<file path="src/rtl/rv32im_dmem_ctrl.sv">
// rv32im_dmem_ctrl: LSU-to-bus data-memory controller with lane steering and response timeout.
// Define RV32IM_DMEM_MISALIGN_CHECK_EN to fault misaligned half/word accesses without a bus transaction.
module rv32im_dmem_ctrl #(
    parameter int ADDR_WIDTH     = 32,
    parameter int DATA_WIDTH     = 32,
    parameter int TIMEOUT_CYCLES = 16
) (
    input  logic                  clk_i,
    input  logic                  rst_i,
    input  logic                  req_en_i,
    input  logic                  we_i,
    input  logic [1:0]            size_i,
    input  logic [ADDR_WIDTH-1:0] addr_i,
    input  logic [DATA_WIDTH-1:0] wdata_i,
    output logic [DATA_WIDTH-1:0] rdata_o,
    output logic                  stall_o,
    output logic                  done_o,
    output logic                  err_o,
    output logic                  misalign_o,
    output logic                  bus_req_o,
    output logic                  bus_we_o,
    output logic [ADDR_WIDTH-1:0] bus_addr_o,
    output logic [3:0]            bus_be_o,
    output logic [DATA_WIDTH-1:0] bus_wdata_o,
    input  logic                  bus_gnt_i,
    input  logic                  bus_rvalid_i,
    input  logic [DATA_WIDTH-1:0] bus_rdata_i
);
    localparam int CW = $clog2(TIMEOUT_CYCLES);
    typedef enum logic [1:0] {IDLE, REQ, RESP, DONE} state_t;
    state_t state_q, state_d;
    logic [CW-1:0] cnt_q, cnt_d;
    logic we_q, we_d, breq_q, breq_d, bwe_q, bwe_d, err_q, err_d;
    logic [ADDR_WIDTH-1:0] addr_q, addr_d;
    logic [3:0] be_q, be_d, be_acc;
    logic [DATA_WIDTH-1:0] wdata_q, wdata_d, wdata_acc, rdata_q, rdata_d;
    assign be_acc = !we_i ? 4'hf :
                    size_i == 2'b00 ? 4'b0001 << addr_i[1:0] :
                    size_i == 2'b01 ? (addr_i[1] ? 4'b1100 : 4'b0011) : 4'hf;
    assign wdata_acc = size_i == 2'b00 ? {4{wdata_i[7:0]}} :
                       size_i == 2'b01 ? {2{wdata_i[15:0]}} : wdata_i;
`ifdef RV32IM_DMEM_MISALIGN_CHECK_EN
    logic mis_q, mis_d, mis_acc;
    assign mis_acc = size_i == 2'b01 ? addr_i[0] : size_i[1] & (addr_i[1:0] != 2'b00);
    assign misalign_o = mis_q;
`else
    assign misalign_o = 1'b0;
`endif
    always_comb begin
        state_d = state_q;
        cnt_d   = cnt_q;
        we_d    = we_q;
        breq_d  = breq_q;
        bwe_d   = bwe_q;
        addr_d  = addr_q;
        be_d    = be_q;
        wdata_d = wdata_q;
        rdata_d = rdata_q;
        err_d   = err_q;
`ifdef RV32IM_DMEM_MISALIGN_CHECK_EN
        mis_d   = mis_q;
`endif
        case (state_q)
            IDLE: if (req_en_i) begin
`ifdef RV32IM_DMEM_MISALIGN_CHECK_EN
                if (mis_acc) begin
                    state_d = DONE;
                    mis_d   = 1'b1;
                end else
`endif
                begin
                    state_d = REQ;
                    we_d    = we_i;
                    breq_d  = 1'b1;
                    bwe_d   = we_i;
                    addr_d  = {addr_i[ADDR_WIDTH-1:2], 2'b00};
                    be_d    = be_acc;
                    wdata_d = wdata_acc;
                end
            end
            REQ: if (bus_gnt_i) begin
                state_d = RESP;
                cnt_d   = '0;
                breq_d  = 1'b0;
                bwe_d   = 1'b0;
                be_d    = '0;
                wdata_d = '0;
            end
            RESP: if (bus_rvalid_i) begin
                state_d = DONE;
                rdata_d = we_q ? '0 : bus_rdata_i;
            end else if (cnt_q == CW'(TIMEOUT_CYCLES - 1)) begin
                state_d = DONE;
                err_d   = 1'b1;
                rdata_d = '0;
            end else begin
                cnt_d = cnt_q + CW'(1);
            end
            DONE: begin
                state_d = IDLE;
                err_d   = 1'b0;
                rdata_d = '0;
`ifdef RV32IM_DMEM_MISALIGN_CHECK_EN
                mis_d   = 1'b0;
`endif
            end
        endcase
    end
    always_ff @(posedge clk_i) begin
        if (rst_i) begin
            state_q <= IDLE;
            cnt_q   <= '0;
            we_q    <= 1'b0;
            breq_q  <= 1'b0;
            bwe_q   <= 1'b0;
            addr_q  <= '0;
            be_q    <= '0;
            wdata_q <= '0;
            rdata_q <= '0;
            err_q   <= 1'b0;
`ifdef RV32IM_DMEM_MISALIGN_CHECK_EN
            mis_q   <= 1'b0;
`endif
        end else begin
            state_q <= state_d;
            cnt_q   <= cnt_d;
            we_q    <= we_d;
            breq_q  <= breq_d;
            bwe_q   <= bwe_d;
            addr_q  <= addr_d;
            be_q    <= be_d;
            wdata_q <= wdata_d;
            rdata_q <= rdata_d;
            err_q   <= err_d;
`ifdef RV32IM_DMEM_MISALIGN_CHECK_EN
            mis_q   <= mis_d;
`endif
        end
    end
    assign stall_o     = req_en_i & (state_q != DONE);
    assign done_o      = state_q == DONE;
    assign err_o       = err_q;
    assign rdata_o     = rdata_q;
    assign bus_req_o   = breq_q;
    assign bus_we_o    = bwe_q;
    assign bus_addr_o  = addr_q;
    assign bus_be_o    = be_q;
    assign bus_wdata_o = wdata_q;
endmodule
</file>
<file path="config.mk">
export PLATFORM = sky130hd
export DESIGN_NAME = rv32im_dmem_ctrl
export DESIGN_NICKNAME = d
export VERILOG_FILES = /design/src/rtl/rv32im_dmem_ctrl.sv
export SDC_FILE = /design/constraint.sdc
export NUM_CORES = 1
export LEC_CHECK = 0
export BUFFER_PORTS_ARGS = -buffer_cell sky130_fd_sc_hd__buf_2
export CORE_UTILIZATION = 47
export CTS_CLUSTER_SIZE = 14
export DETAILED_ROUTE_END_ITERATION = 10
export GPL_ROUTABILITY_DRIVEN = 0
export GPL_TIMING_DRIVEN = 0
export PLACE_DENSITY_LB_ADDON = 0.12
export SYNTH_ARGS = -nofsm -noshare
export SYNTH_HDL_FRONTEND = slang
export SYNTH_SLANG_ARGS = --single-unit
</file>
<file path="constraint.sdc">
create_clock -name clk_i -period 2.2 [get_ports clk_i]
set_clock_uncertainty 0.05 [all_clocks]
set_input_delay 0.11 -clock clk_i [delete_from_list [all_inputs] [get_ports clk_i]]
set_output_delay 0.11 -clock clk_i [all_outputs]
set_load 0.005 [all_outputs]
</file>
**After elaboration in Yosys (flattened, before gate mapping)**

Index checks and enable logic that the tools add are counted.
W data, S select, Z words.

- Add/subtract/negate cells: 1
- Equality and inequality tests: 12
- Shift-type cells: 1
- Mux-type cells: 32
- Bitwise logic cells: 1
- Reduce and logical (&&, ||, !) cells: 11

Operators with widths:

| kind | number |
|---|---|
| $mux W32 | 7 |
| $pmux W32 S2 | 2 |
| $mux W4 | 8 |
| $pmux W4 S2 | 2 |
| $ne A2 B2 Y1 const B | 6 |
| $reduce_and A3 Y1 | 3 |
| $mux W2 | 4 |
| $pmux W2 S4 | 1 |
| $pmux W1 S2 | 3 |
| $reduce_bool A2 Y1 | 3 |
| $mux W1 | 5 |
| $add A4 B1 Y4 const B | 1 |
| $eq A2 B1 Y1 const B | 2 |
| $eq A2 B2 Y1 const B | 2 |
| $eq A4 B4 Y1 const B | 1 |
| $logic_not A2 Y1 | 2 |
| $reduce_and A2 Y1 | 2 |
| $reduce_and A4 Y1 | 1 |
| $shl A1 B2 Y4 const A | 1 |
| $ne A3 B3 Y1 const B | 1 |
| $and A1 B1 Y1 | 1 |

- Register bits after elaboration: 108
- Bits of input ports: 104
- Output and inout port bits: 106
- Logic and storage cells: 68

**Depth between registers and ports, before layout**

- Word-level depth: 6
- Mapped depth: 8
- Depth with buffers taken out: 6

**Least setup slack after synthesis**

OpenSTA, ideal clock, no wires.

- Kind: reg2reg
- Start: reg state_q[1]
- End: reg wdata_q[18], in the netlist bus_wdata_o[18]
- Setup time: 0.128 ns
- Arrival time: 1.552 ns
- Required time: 2.022 ns
- Slack: 0.470 ns
- Cell stages (with the launch flop): 9
- Buffers on the path: 2
- Clock period less this slack: 1.730 ns
- Cell sequence: dfxtp_1 -> inv_1 -> ha_1 -> nor2b_4 -> a211o_1 -> buf_6 -> buf_6 -> a22oi_2 -> nor2_1

- Word-level cells in the longest chain between the ends: 3
- Elaborated cells on any way between the ends: 7
- Those cells by class: eq/ne (3); mux (1); reduce/logical (3)

RTL lines:

| element | line | text |
|---|---|---|
| start, declared | 31 | `state_t state_q, state_d;` |
| start signal, assigned | 125 | `state_q <= state_d;` |
| $eq A2 B1 Y1 or $logic_not A2 Y1 (tied branches) | 63 | `case (state_q)` |
| $ne A2 B2 Y1 (no source line) or $reduce_bool A2 Y1 (tied branches) | -- |  |
| $reduce_and A3 Y1 (no source line) | -- |  |
| end signal, assigned | 132 | `wdata_q <= wdata_d;` |
| end, declared | 36 | `logic [DATA_WIDTH-1:0] wdata_q, wdata_d, wdata_acc, rdata_q, rdata_d;` |

Parallel ways exist; a longest one is shown, timed or not.
A chain may end at the register's enable or synchronous reset.

**Worst setup path after layout**

- Start: reg state_q[0]
- End: reg rdata_q[10], in the netlist rdata_o[10]

- Word-level cells in the longest chain between the ends: 3
- Elaborated cells on any way between the ends: 6
- Those cells by class: eq/ne (3); mux (1); reduce/logical (2)

RTL lines:

| element | line | text |
|---|---|---|
| $eq A2 B2 Y1 | 63 |  |
| $ne A3 B3 Y1 (no source line) or $reduce_bool A2 Y1 (tied branches) | -- |  |
| $reduce_and A2 Y1 (no source line) | -- |  |
| end signal, assigned | 133 | `rdata_q <= rdata_d;` |
| end, declared | 36 |  |

Parallel ways exist; a longest one is shown, timed or not.

==> flow_summary.yaml <==
yosys:
  yosys_warnings: 0
  netlist_top_cells_count: "dfxtp_1 (108), nand2_1 (72), nor2_1 (48)"
  syn_inst: 519
  synth_most_common_cell: "dfxtp_1"
  ys_seq_area_frac: 0.479
  yosys.area.top_type: "dfxtp_1"
  synthArstFlopShare: 0
  ys_top_cells_by_area: "dfxtp_1 (48%), nand2_1 (6.0%), nand2b_1 (5.0%)"
  synth_edf_count: 0
  synthDistinctLibCells: 38
  avgSynthCellArea_um2: 8.70
  ys.flop_type: "dfxtp_1"
  synth_area_um2: 4520
  synth_top_area_frac: 0.479
  synth-seq-cells: 108
floorplan:
  ios: 210
  rows: 35
  die_x_um: 100
  die_h_um: 100
  start_util: 0.486
  coreArea_um2: 9280
  die_area_um2: 10000
clock_network:
  cts_buffers: 9
  ctsLongestPathBuffers: 2
  post_cts_resized: 0
  insertion_delay_ps: 350
  path_clk_slew_ps: 100
  cts_root_buffer: "clkbuf_8"
  cts_setup_buffers: 0
  cts_tree: "yes"
  htreeDepth: 3
  cts_num_sinks: 108
global_routing:
  grt_pass1_vias: 4636
  grt_antenna_before_repair: 0
  grt_first_pass_wirelength_um: 20700
  grt_max_degree: 18
  track_usage: 0.258
  grt_overflow_total: 0
setup_path:
  cp_slowest_stage_delay_ps: 390
  cp_cell_sequence: "inv_1 > ha_1 > and2b_4 > a21oi_4 > clkbuf_1 > o21ai_0"
  worstSetupPathType: "reg2reg"
  worst_ep_required_time_ps: 2380
  crit_fanout: 10
  critPathSlowestCell: "dfxtp_1"
  crit_path_end_kind: "flop"
  crit_arrival_ps: 2150
  start_kind: "flop"
min_path:
  hp-class: "in2reg"
timing:
  finalHoldViolCount: 0
  fmax_ghz: 0.506
  finalMaxSlewViolations: 0
  min_period_ps: 1970
  tns_ps: 0
  tightest_slew_ps: 554
  finalCritPeriodShare: 0.897
  holdWs_ps: 12.2
  rsz0062_at_grt: "false"
  finalSetupViolations: 0
  relSlewSlack: 0.631
layout:
  num_antenna_cells: 0
  nets: 914
  drive_above_1_share: 0.339
  layout-area-overhead-vs-synth_pct: 45.9
power:
  power.total_w: 0.00623
  leakage_nw: 3.00
  p_per_area_nw_per_um2: 946
  peakVddDrop_mv: 0.528
route:
  finalWirelength_um: 13000
  wl_per_cell_um: 13.8
  drtPass1Iterations: 4
  drc: 0
  drtIter0Drc: 122
  ant_nets: 0
  via_count: 4682
  vias_per_cell: 4.99
outcome:
  status: "completed"
placed_design:
  hpwl_um: 8950
  place.port_buffers: 204
job:
  max_cap_violations: 0
stage by stage:
stage	cells	worst slack (ps)	utilization	area, µm²
after global placement	854	323	0.615	5710
after CTS	938	230	0.710	6590
final	938	226	0.710	6590
after floorplan	521	470	-	4520
after detailed placement	854	261	0.615	5710
after global routing	938	58.1	0.710	6590
state kept, by name (all words and copies together) (netlist names):
signal       flops
bus_addr_o      30
bus_be_o         4
bus_req_o        1
bus_wdata_o     32
bus_we_o         1
cnt_q            4
err_o            1
rdata_o         32
state_q          2
we_q             1
cell usage in the layout, fill, tap and decap left out, types with 2 or more instances in the layout:
| cell type | instances |
|---|---|
| a21oi_1 | 35 |
| a221oi_1 | 2 |
| a22oi_1 | 27 |
| a22oi_2 | 10 |
| buf_1 | 2 |
| buf_2 | 219 |
| buf_4 | 4 |
| buf_6 | 3 |
| clkbuf_1 | 19 |
| clkbuf_8 | 10 |
| clkinvlp_4 | 3 |
| conb_1 | 3 |
| dfxtp_1 | 108 |
| dlygate4sd3_1 | 68 |
| ha_1 | 6 |
| inv_1 | 4 |
| mux2_2 | 16 |
| mux2i_1 | 9 |
| nand2_1 | 72 |
| nand2b_1 | 36 |
| nand3_1 | 36 |
| nor2_1 | 48 |
| nor2b_1 | 2 |
| nor3_1 | 4 |
| o21ai_0 | 41 |
| o21ai_1 | 5 |
worst max-delay path, delay by kind of cell, from the launching register on:
| family | cells | cell delay, ps |
|---|---|---|
| AO/OA/AOI/OAI | 2 | 430 |
| AND/OR/NAND/NOR | 1 | 230 |
| adder cells (fa/ha/maj) | 1 | 300 |
| buffers and inverters | 2 | 450 |
| flip-flops | 1 | 390 |
per-layer routing:
metal	vias to the layer above	GRT usage	wire (µm)
met5	-	0	0
met4	0	0.106	319
met1	2156	0.294	5380
met2	151	0.460	6490
met3	31	0.0641	794
li1	2344	-	-
kinds of logic after synthesis:
logic type	Yosys count	share of synthesized area
other	1	0.000830
and+or+nand+nor	206	0.213
AOI/OAI and AO/OA	126	0.179
buffers and inverters	47	0.0518
adders and majority gates	6	0.0166
DFF	108	0.479
muxes	25	0.0599
layout make-up:
class                   instances  area, µm²
repair buffers                272       1700
well taps                     129        161
plain buffers                  43        219
fillers                       733       2700
clock buffers                  11        141
inverters                       4       15.0
flip-flops and latches        108       2160
multi-input cells             366       2130
clock inverters                 5       61.3
report_power, final:
group | switching (W) | internal (W) | leakage, nW
Sequential | 0.000194 | 0.00231 | 0.880
Combinational | 0.00144 | 0.00105 | 2.02
Clock | 0.000669 | 0.000561 | 0.0918
Total | 0.00231 | 0.00393 | 3.00
path summary, 6_finish.rpt:
| path | slack, ps | endpoint | depth (start not counted) | from |
|---|---|---|---|---|
| max | 230 | rdata_o[10]$_SDFFE_PP0P_ | 6 | state_q[0]$_SDFFE_PP0P_ |
| min | 10 | bus_wdata_o[1]$_SDFFE_PP0P_ | 3 | wdata_i[1] |
| min reg2reg | 410 | bus_addr_o[20]$_SDFFE_PP0P_ | 2 | bus_addr_o[20]$_SDFFE_PP0P_ |
| max reg2reg | 230 | rdata_o[10]$_SDFFE_PP0P_ | 6 | state_q[0]$_SDFFE_PP0P_ |
repair_timing:
action | 4_1_cts | 5_1_grt
hold endpoints to repair | 68 | 0
hold buffers | 68 | 0
setup endpoints to repair | 0 | 0
Note: power is estimated with default switching activity, not from simulation.
